===== config.mk =====
export PLATFORM = sky130hd
export DESIGN_NAME = bsg_arb_rr_lock
export DESIGN_NICKNAME = d
export VERILOG_FILES = /design/src/rtl/bsg_arb_rr_lock.sv
export SDC_FILE = /design/constraint.sdc
export NUM_CORES = 1
export LEC_CHECK = 0
export CELL_PAD_IN_SITES_DETAIL_PLACEMENT = 1
export CELL_PAD_IN_SITES_GLOBAL_PLACEMENT = 1
export CORE_UTILIZATION = 32
export DETAILED_ROUTE_END_ITERATION = 12
export GPL_ROUTABILITY_DRIVEN = 0
export PLACE_DENSITY = 0.76
export SETUP_SLACK_MARGIN = 0.2
export SLEW_MARGIN = 20
export SYNTH_ARGS = -nofsm -noshare
export SYNTH_HDL_FRONTEND = slang
export SYNTH_SLANG_ARGS = --single-unit

===== constraint.sdc =====
create_clock -name clk_i -period 2.64 [get_ports clk_i]
set_input_delay 0.528 -clock clk_i [delete_from_list [all_inputs] [get_ports clk_i]]
set_output_delay 0.528 -clock clk_i [all_outputs]
set_load 0.02 [all_outputs]

===== src/rtl/bsg_arb_rr_lock.sv =====
// Round-robin arbiter with grant locking and a registered rotating priority pointer.
// Optional hold timeout enabled by defining BSG_ARB_RR_LOCK_MAX_HOLD_EN.
module bsg_arb_rr_lock #(
    parameter int unsigned inputs_p   = 4,
    parameter bit          lo_to_hi_p = 1'b1,
    parameter int unsigned max_hold_p = 16
) (
    input  logic                                          clk_i,
    input  logic                                          reset_i,
    input  logic                                          ready_i,
    input  logic [inputs_p-1:0]                           reqs_i,
    input  logic                                          lock_i,
    output logic [inputs_p-1:0]                           grants_o,
    output logic [((inputs_p > 1) ? $clog2(inputs_p) : 1)-1:0] grant_id_o,
    output logic                                          v_o,
    output logic                                          locked_o,
    output logic                                          timeout_o
);

    localparam int unsigned id_w = (inputs_p > 1) ? $clog2(inputs_p) : 1;
    // Pointer reset so the first search lands on index 0 (up) or inputs_p-1 (down).
    localparam logic [id_w-1:0] ptr_init = lo_to_hi_p ? id_w'(inputs_p - 1) : '0;

    if (inputs_p < 1 || max_hold_p < 1) begin : g_param_check
        $error("bsg_arb_rr_lock: inputs_p and max_hold_p must be >= 1");
    end

    typedef enum logic {
        ST_UNLOCKED = 1'b0,
        ST_LOCKED   = 1'b1
    } state_e;

    state_e          state_r;
    logic [id_w-1:0] ptr_r;
    logic [id_w-1:0] owner_r;
    logic [id_w-1:0] winner;
    logic            winner_v;
    logic [id_w-1:0] grant_id;
    logic            grant_v;
    logic            rel_fire;

    always_comb begin
        int unsigned idx;
        winner   = '0;
        winner_v = 1'b0;
        idx      = 0;
        for (int unsigned i = 1; i <= inputs_p; i++) begin
            if (lo_to_hi_p)
                idx = (32'(ptr_r) + i) % inputs_p;
            else
                idx = (32'(ptr_r) + inputs_p - i) % inputs_p;
            if (!winner_v && reqs_i[id_w'(idx)]) begin
                winner   = id_w'(idx);
                winner_v = 1'b1;
            end
        end
    end

    always_comb begin
        grant_v  = 1'b0;
        grant_id = '0;
        if (!reset_i && ready_i) begin
            if (state_r == ST_LOCKED) begin
                grant_v  = reqs_i[owner_r];
                grant_id = owner_r;
            end else begin
                grant_v  = winner_v;
                grant_id = winner;
            end
        end
        if (!grant_v)
            grant_id = '0;
    end

    always_comb begin
        grants_o = '0;
        for (int unsigned i = 0; i < inputs_p; i++)
            grants_o[i] = grant_v && (grant_id == id_w'(i));
    end

    assign v_o        = grant_v;
    assign grant_id_o = grant_id;
    assign locked_o   = (state_r == ST_LOCKED);
    assign rel_fire   = grant_v && !lock_i;

`ifdef BSG_ARB_RR_LOCK_MAX_HOLD_EN
    localparam int unsigned hold_w = $clog2(max_hold_p + 1);
    localparam logic [hold_w-1:0] hold_last = hold_w'(max_hold_p - 1);

    logic [hold_w-1:0] hold_r;
    logic              timeout_r;

    always_ff @(posedge clk_i or posedge reset_i) begin
        if (reset_i) begin
            state_r   <= ST_UNLOCKED;
            ptr_r     <= ptr_init;
            owner_r   <= '0;
            hold_r    <= '0;
            timeout_r <= 1'b0;
        end else begin
            timeout_r <= 1'b0;
            case (state_r)
                ST_UNLOCKED: begin
                    if (grant_v) begin
                        ptr_r <= grant_id;
                        if (lock_i) begin
                            state_r <= ST_LOCKED;
                            owner_r <= grant_id;
                            hold_r  <= '0;
                        end
                    end
                end
                default: begin
                    hold_r <= hold_r + 1'b1;
                    if (grant_v)
                        ptr_r <= owner_r;
                    // A release fire on the last hold cycle is an ordinary release, not a timeout.
                    if (rel_fire) begin
                        state_r <= ST_UNLOCKED;
                    end else if (hold_r == hold_last) begin
                        state_r   <= ST_UNLOCKED;
                        ptr_r     <= owner_r;
                        timeout_r <= 1'b1;
                    end
                end
            endcase
        end
    end

    assign timeout_o = timeout_r;
`else
    always_ff @(posedge clk_i or posedge reset_i) begin
        if (reset_i) begin
            state_r <= ST_UNLOCKED;
            ptr_r   <= ptr_init;
            owner_r <= '0;
        end else begin
            case (state_r)
                ST_UNLOCKED: begin
                    if (grant_v) begin
                        ptr_r <= grant_id;
                        if (lock_i) begin
                            state_r <= ST_LOCKED;
                            owner_r <= grant_id;
                        end
                    end
                end
                default: begin
                    if (grant_v)
                        ptr_r <= owner_r;
                    if (rel_fire)
                        state_r <= ST_UNLOCKED;
                end
            endcase
        end
    end

    assign timeout_o = 1'b0;
`endif

endmodule

==> impl_metrics.yaml, run 1 <==
grt:
  grt_pass1_wl_mm: 2.77
  gr-total-overflow: 0
  antenna_found_initial: 0
  grt_pass1_vias: 603
  grtUsageTotal: 0.272
  grt_max_degree: 7
sta:
  setup_viol: 0
  rsz0062_at_grt: "true"
  fin_crit_sh: 0.919
  fin_tns_setup_ps: 0
  max_freq_mhz: 412
  period_minus_slack_ps: 2430
  slew_viol_final: 0
  timing_hold_violations_final: 0
  finClkSkew_ps: 0.216
synthesis:
  synthTopCellsByArea: "dfrtp_1 (16%), dfstp_2 (11%), mux4_1 (5.6%), nand2_1 (4.8%), mux2i_1 (4.3%)"
  async_reset_ff_frac: 1.00
  synth_seq_cells: 5
  ys_types: 34
  ys_warn_count: 0
  post-synth-top-count-cell: "nand2_1"
  synth_edf_count: 0
  yosys_most_used_dff: "dfrtp_1"
  synthAdderAreaFrac: 0
  synth_simple_gate_area_share: 0.280
  syn_area_um2: 469
  synth_top_family_by_area: "simple AND/OR/NAND/NOR gates"
  synthTopCellsByCount: "nand2_1 (6), dfrtp_1 (3), inv_1 (3), nor2b_1 (3)"
  yosys.area.top_type: "dfrtp_1"
  synth_compound_area_frac: 0.277
  synthCells: 54
  yosys.area.top_type_share: 0.160
  synth_xor_area_frac: 0
  avgSynthCellArea_um2: 8.69
  synth_mux_area_frac: 0.123
  seq_area_frac_synth: 0.272
  syn_nets: 62
clock_network:
  clk_root_buffer_cell: "clkbuf_4"
  holdBufCountCts: 0
  clockBufferDepth: 2
  tritoncts: "done"
  htree_levels: 1
  clk_latency_ps: 240
  cts.clk_slew.worst_paths_ps: 50
  clock-sinks: 5
  cts_buffers: 3
floorplanning:
  die-area_um2: 1620
  initial_core_util: 0.352
  fp.dieW_um: 40.3
  die_h_um: 40.3
  coreArea_um2: 1330
  ioPinCount: 17
  placementRows: 13
critical_path:
  crit_family: "compound AO/OA/AOI/OAI gates"
  cp_data_arrival_time_ps: 1900
  start_kind: "primary input"
  crit_path_max_fanout: 6
  crit_buf_inv: 2
  worst-r2r-cell-count: 5
  r2r_slack_ps: 810
  slowest_delay_ps: 410
  crit_type: "in -> out"
  worstSetupEndpointType: "output port"
  cp.required_ps: 2110
  cp_cell_sequence: "buf_8 -> o311ai_4 -> o211ai_1 -> a311oi_4 -> a21boi_2 -> buf_6"
  worstSetupPathDepth: 6
  cp_slowest_cell: "a311oi_4"
pwr:
  switching_power_w: 0.000306
  p_comb_frac: 0.633
  switching_share: 0.409
  max-vdd-ir-drop_mv: 0.548
  power_w: 0.000748
  p_int_w: 0.000442
  seqPwrFrac: 0.245
  power_density_nw_per_um2: 843
  clock_power_share: 0.122
  static-leakage-power_nw: 0.406
route:
  antenna_left: 0
  dr_total_vias: 596
  drt_iter0_markers: 2
  wl_per_cell_um: 17.9
  wl_mm: 1.94
  first_pass_iters: 4
  viasPerCell: 5.52
  drc_errors: 0
hold_path:
  hold_class: "reg -> reg"
  min_delay_path_depth: 2
placement:
  io_buffer_count: 15
  hpwl_mm: 1.34
cells_and_area:
  diodes: 0
  fillers: 160
  areaGrowthSynthToFinish_pct: 89.1
  nets: 102
  layout-drive-gt1-share: 0.570
outcome:
  outcome: "finished clean"
flow_run:
  maxCapViolations: 0
worst register-to-register path, cell delays in order (launching register included):
cell,delay (ps)
dfrtp_1,440
mux4_2,520
mux2_4,290
and2_4,160
buf_4,140
o21ai_0,180
metrics by stage:
step / hold slack (ps) / instance area, um2 / setup WS [ps] / util / cells
final: 567 / 887 / 213 / 0.665 / 108
after global routing: 597 / 887 / 145 / 0.665 / 108
after CTS: 549 / 820 / 207 / 0.614 / 106
after detailed placement: 539 / 751 / -722 / 0.563 / 97
after global placement: 532 / 751 / -691 / 0.563 / 97
after floorplan: 313 / 484 / 166 / - / 54
cell usage in the layout (no fill, tap or decap), types with 2 or more instances in the layout:
cell	n
dfrtp_1	3
dfstp_2	2
inv_1	2
buf_2	3
clkdlybuf4s50_1	4
nor2_1	2
nand2_2	2
o211ai_1	2
mux2i_1	2
clkbuf_4	3
o21a_1	2
nand4_1	2
nand2_1	4
nor2b_1	2
buf_4	22
buf_6	5
layer usage:
metal	global-route usage	wire, um	up-vias
met5	0	0	-
met4	0.117	12	0
met3	0.0333	40	2
met2	0.492	1050	16
met1	0.318	836	296
li1	-	-	282
final cells by class:
cell class	count	area, um2	share of cell area
clock buffers	4	26.3	0.0296
inverters	3	11.3	0.0127
flip-flops and latches	5	128	0.144
multi-input cells	45	407	0.458
repair buffers	36	297	0.334
well taps	15	18.8	0.0212
logic make-up after synthesis:
group / Yosys count
simple gates: 23
compound gates: 17
flops: 5
mux: 4
buf+inv: 4
other cells: 1
what timing repair did:
item                                    4_1_cts  5_1_grt
pin swaps                                    10        6
endpoints found under the setup margin        7        5
setup buffers                                 5        2
resized for setup                            60       16
power groups by stage:
stage	registers (W)	logic (W)	clock network, W
2_1_floorplan	0.000168	0.000199	0
3_3_place_gp	0.000179	0.000331	0
3_5_place_dp	0.000181	0.000343	0
4_1_cts	0.000176	0.000432	0.0000921
5_1_grt	0.000188	0.000503	0.0000979
6_report	0.000183	0.000474	0.0000909
final timing paths:
kind                                                   end                    from
worst max-delay path                           grants_o[3]               reqs_i[1]
worst min-delay path                  ptr_r[1]$_DFFE_PP1P_    ptr_r[1]$_DFFE_PP1P_
max in group asynchronous             ptr_r[1]$_DFFE_PP1P_                 reset_i
worst max register to register                    register  owner_r[0]$_DFFE_PP0P_
min in group asynchronous       asynchronous set/reset pin                 reset_i
worst min register to register        ptr_r[1]$_DFFE_PP1P_    ptr_r[1]$_DFFE_PP1P_
Power figures use the tool's default switching activity.
==> run 2: changes to the inputs <==
==> constraint.sdc (replaced) <==
create_clock -name clk_i -period 2.82 [get_ports clk_i]
set_input_delay 0.564 -clock clk_i [delete_from_list [all_inputs] [get_ports clk_i]]
set_output_delay 0.564 -clock clk_i [all_outputs]
set_load 0.02 [all_outputs]
==> run 2 against run 1 <==
Clock skew up 1.0 ps. Setup slack better by 27 ps. Sequential share of layout area up 0.37 points. Flip-flop and latch count unchanged. Via count down 1.7%. Non-clock buffer count unchanged. Final area down 2.5%.
==> impl_metrics.yaml, run 2 (synthesized netlist as in run 1, its figures left out) <==
clock_network:
  clock-sinks: 5
  holdBufCountCts: 0
  tritoncts: "done"
  cts.clk_slew.worst_paths_ps: 40
  htree_levels: 1
  cts_buffers: 3
  clk_latency_ps: 250
  clk_root_buffer_cell: "clkbuf_4"
  clockBufferDepth: 2
flow_run:
  maxCapViolations: 0
route:
  viasPerCell: 5.43
  drt_iter0_markers: 9
  wl_per_cell_um: 17.6
  dr_total_vias: 586
  first_pass_iters: 4
  drc_errors: 0
  antenna_left: 0
  wl_mm: 1.91
critical_path:
  worst-r2r-cell-count: 5
  crit_buf_inv: 3
  rr_endpoint: "ptr_r[0]$_DFFE_PP1P_"
  cp-startpoint: "reqs_i[0]"
  crit_family: "compound AO/OA/AOI/OAI gates"
  cp_data_arrival_time_ps: 2020
  start_kind: "primary input"
  crit_path_max_fanout: 4
  worst_path_most_repeated_cell: "buf_4"
  cp_cell_sequence: "clkdlybuf4s15_1 -> o311ai_1 -> o211ai_1 -> a311oi_4 -> buf_4 -> a21boi_2 -> buf_4"
  r2r_slack_ps: 950
  cp_slowest_cell: "a311oi_4"
  crit_type: "in -> out"
  worstSetupEndpointType: "output port"
  cp.required_ps: 2260
  slowest_delay_ps: 290
  r2r-start: "owner_r[0]$_DFFE_PP0P_"
sta:
  finClkSkew_ps: 1.25
  fin_tns_setup_ps: 0
  setup_viol: 0
  fin_crit_sh: 0.915
  whs_ps: 344
  period_minus_slack_ps: 2580
  timing_hold_violations_final: 0
  slew_viol_final: 0
  rsz0062_at_grt: "true"
  max_freq_mhz: 388
pwr:
  power_density_nw_per_um2: 790
  clock_power_share: 0.125
  switching_power_w: 0.000283
  seqPwrFrac: 0.253
  power_w: 0.000683
  static-leakage-power_nw: 0.401
  switching_share: 0.415
  p_int_w: 0.000400
  max-vdd-ir-drop_mv: 0.573
  p_comb_frac: 0.622
grt:
  gr-total-overflow: 0
  grt_max_degree: 7
  antenna_found_initial: 0
  grtUsageTotal: 0.251
  grt_pass1_wl_mm: 2.54
  grt_pass1_vias: 584
outcome:
  outcome: "finished clean"
cells_and_area:
  layout-drive-gt1-share: 0.527
  mostFrequentLayoutCell: "buf_4"
  nets: 102
  mostFrequentLayoutCells: "buf_4 (20), nand2_1 (5), buf_6 (5), buf_2 (4)"
  final_cells: 108
  diodes: 0
  fillers: 161
  areaGrowthSynthToFinish_pct: 84.3
floorplanning:
  die-area_um2: 1620
  initial_core_util: 0.352
  coreArea_um2: 1330
  placementRows: 13
  ioPinCount: 17
  fp.dieW_um: 40.3
  die_h_um: 40.3
placement:
  io_buffer_count: 15
  hpwl_mm: 1.33
  place_inst: 98
hold_path:
  hold_class: "in -> async"
[run 2: cell types whose count changed in the layout (fill, tap and decap cells not counted), sizes merged]
cell           previous run  this run
buf                      31        29
dlymetal6s2s              0         1
clkdlybuf4s15             0         1
clkdlybuf4s50             4         3
clkbuf                    5         6
[run 2: worst reg2reg max path: stages (launching register included)]
cell and delay, ps:
dfrtp_1 450, mux4_2 530, mux2_4 300, and2_4 170
buf_4 140, o22a_1 190
[run 2: final cells by class]
cell class              count  area, um2  share of cell area
clock buffers               4       26.3              0.0304
inverters                   3       11.3              0.0130
multi-input cells          45        392               0.453
flip-flops and latches      5        128               0.148
well taps                  15       18.8              0.0217
repair buffers             36        289               0.334
[run 2: power by group through the flow]
stage | Combinational, W | Clock [W] | Sequential, W
2_1_floorplan | 0.000186 | 0 | 0.000157
3_3_place_gp | 0.000312 | 0 | 0.000168
3_5_place_dp | 0.000323 | 0 | 0.000167
4_1_cts | 0.000374 | 0.0000876 | 0.000171
5_1_grt | 0.000449 | 0.0000941 | 0.000178
6_report | 0.000425 | 0.0000856 | 0.000173
[run 2: how the worst max path moves through the flow]
| stage | end | slack [ps] | cells after the start |
|---|---|---|---|
| after floorplan | grants_o[3] | 240 | 4 |
| after global placement | grants_o[3] | -540 | 6 |
| after detailed placement | grants_o[3] | -590 | 6 |
| after CTS | grants_o[3] | 200 | 9 |
| after global routing | grants_o[3] | 170 | 7 |
| final | grants_o[3] | 240 | 7 |
[run 2: routing by layer]
metal / GRT usage / vias to the layer above / part of all wire
met3: 0.0722 / 0 / 0.036
li1: - / 284 / -
met5: 0 / - / 0
met4: 0.0500 / 0 / 0
met1: 0.253 / 285 / 0.45
met2: 0.500 / 17 / 0.51
[run 2: repair_timing]
item,in CTS,in global routing
pin swaps,8,5
buffers inserted,2,4
endpoints found under the setup margin,7,6
gates resized for setup,60,6
[run 2: per-stage QoR]
stage | setup slack [ps] | instance area (um2) | util
4_1_cts | 201 | 840 | 0.629
3_3_place_gp | -536 | 754 | 0.566
6_report | 240 | 865 | 0.648
5_1_grt | 169 | 865 | 0.648
2_1_floorplan | 242 | 480 | -
3_5_place_dp | -593 | 754 | 0.566
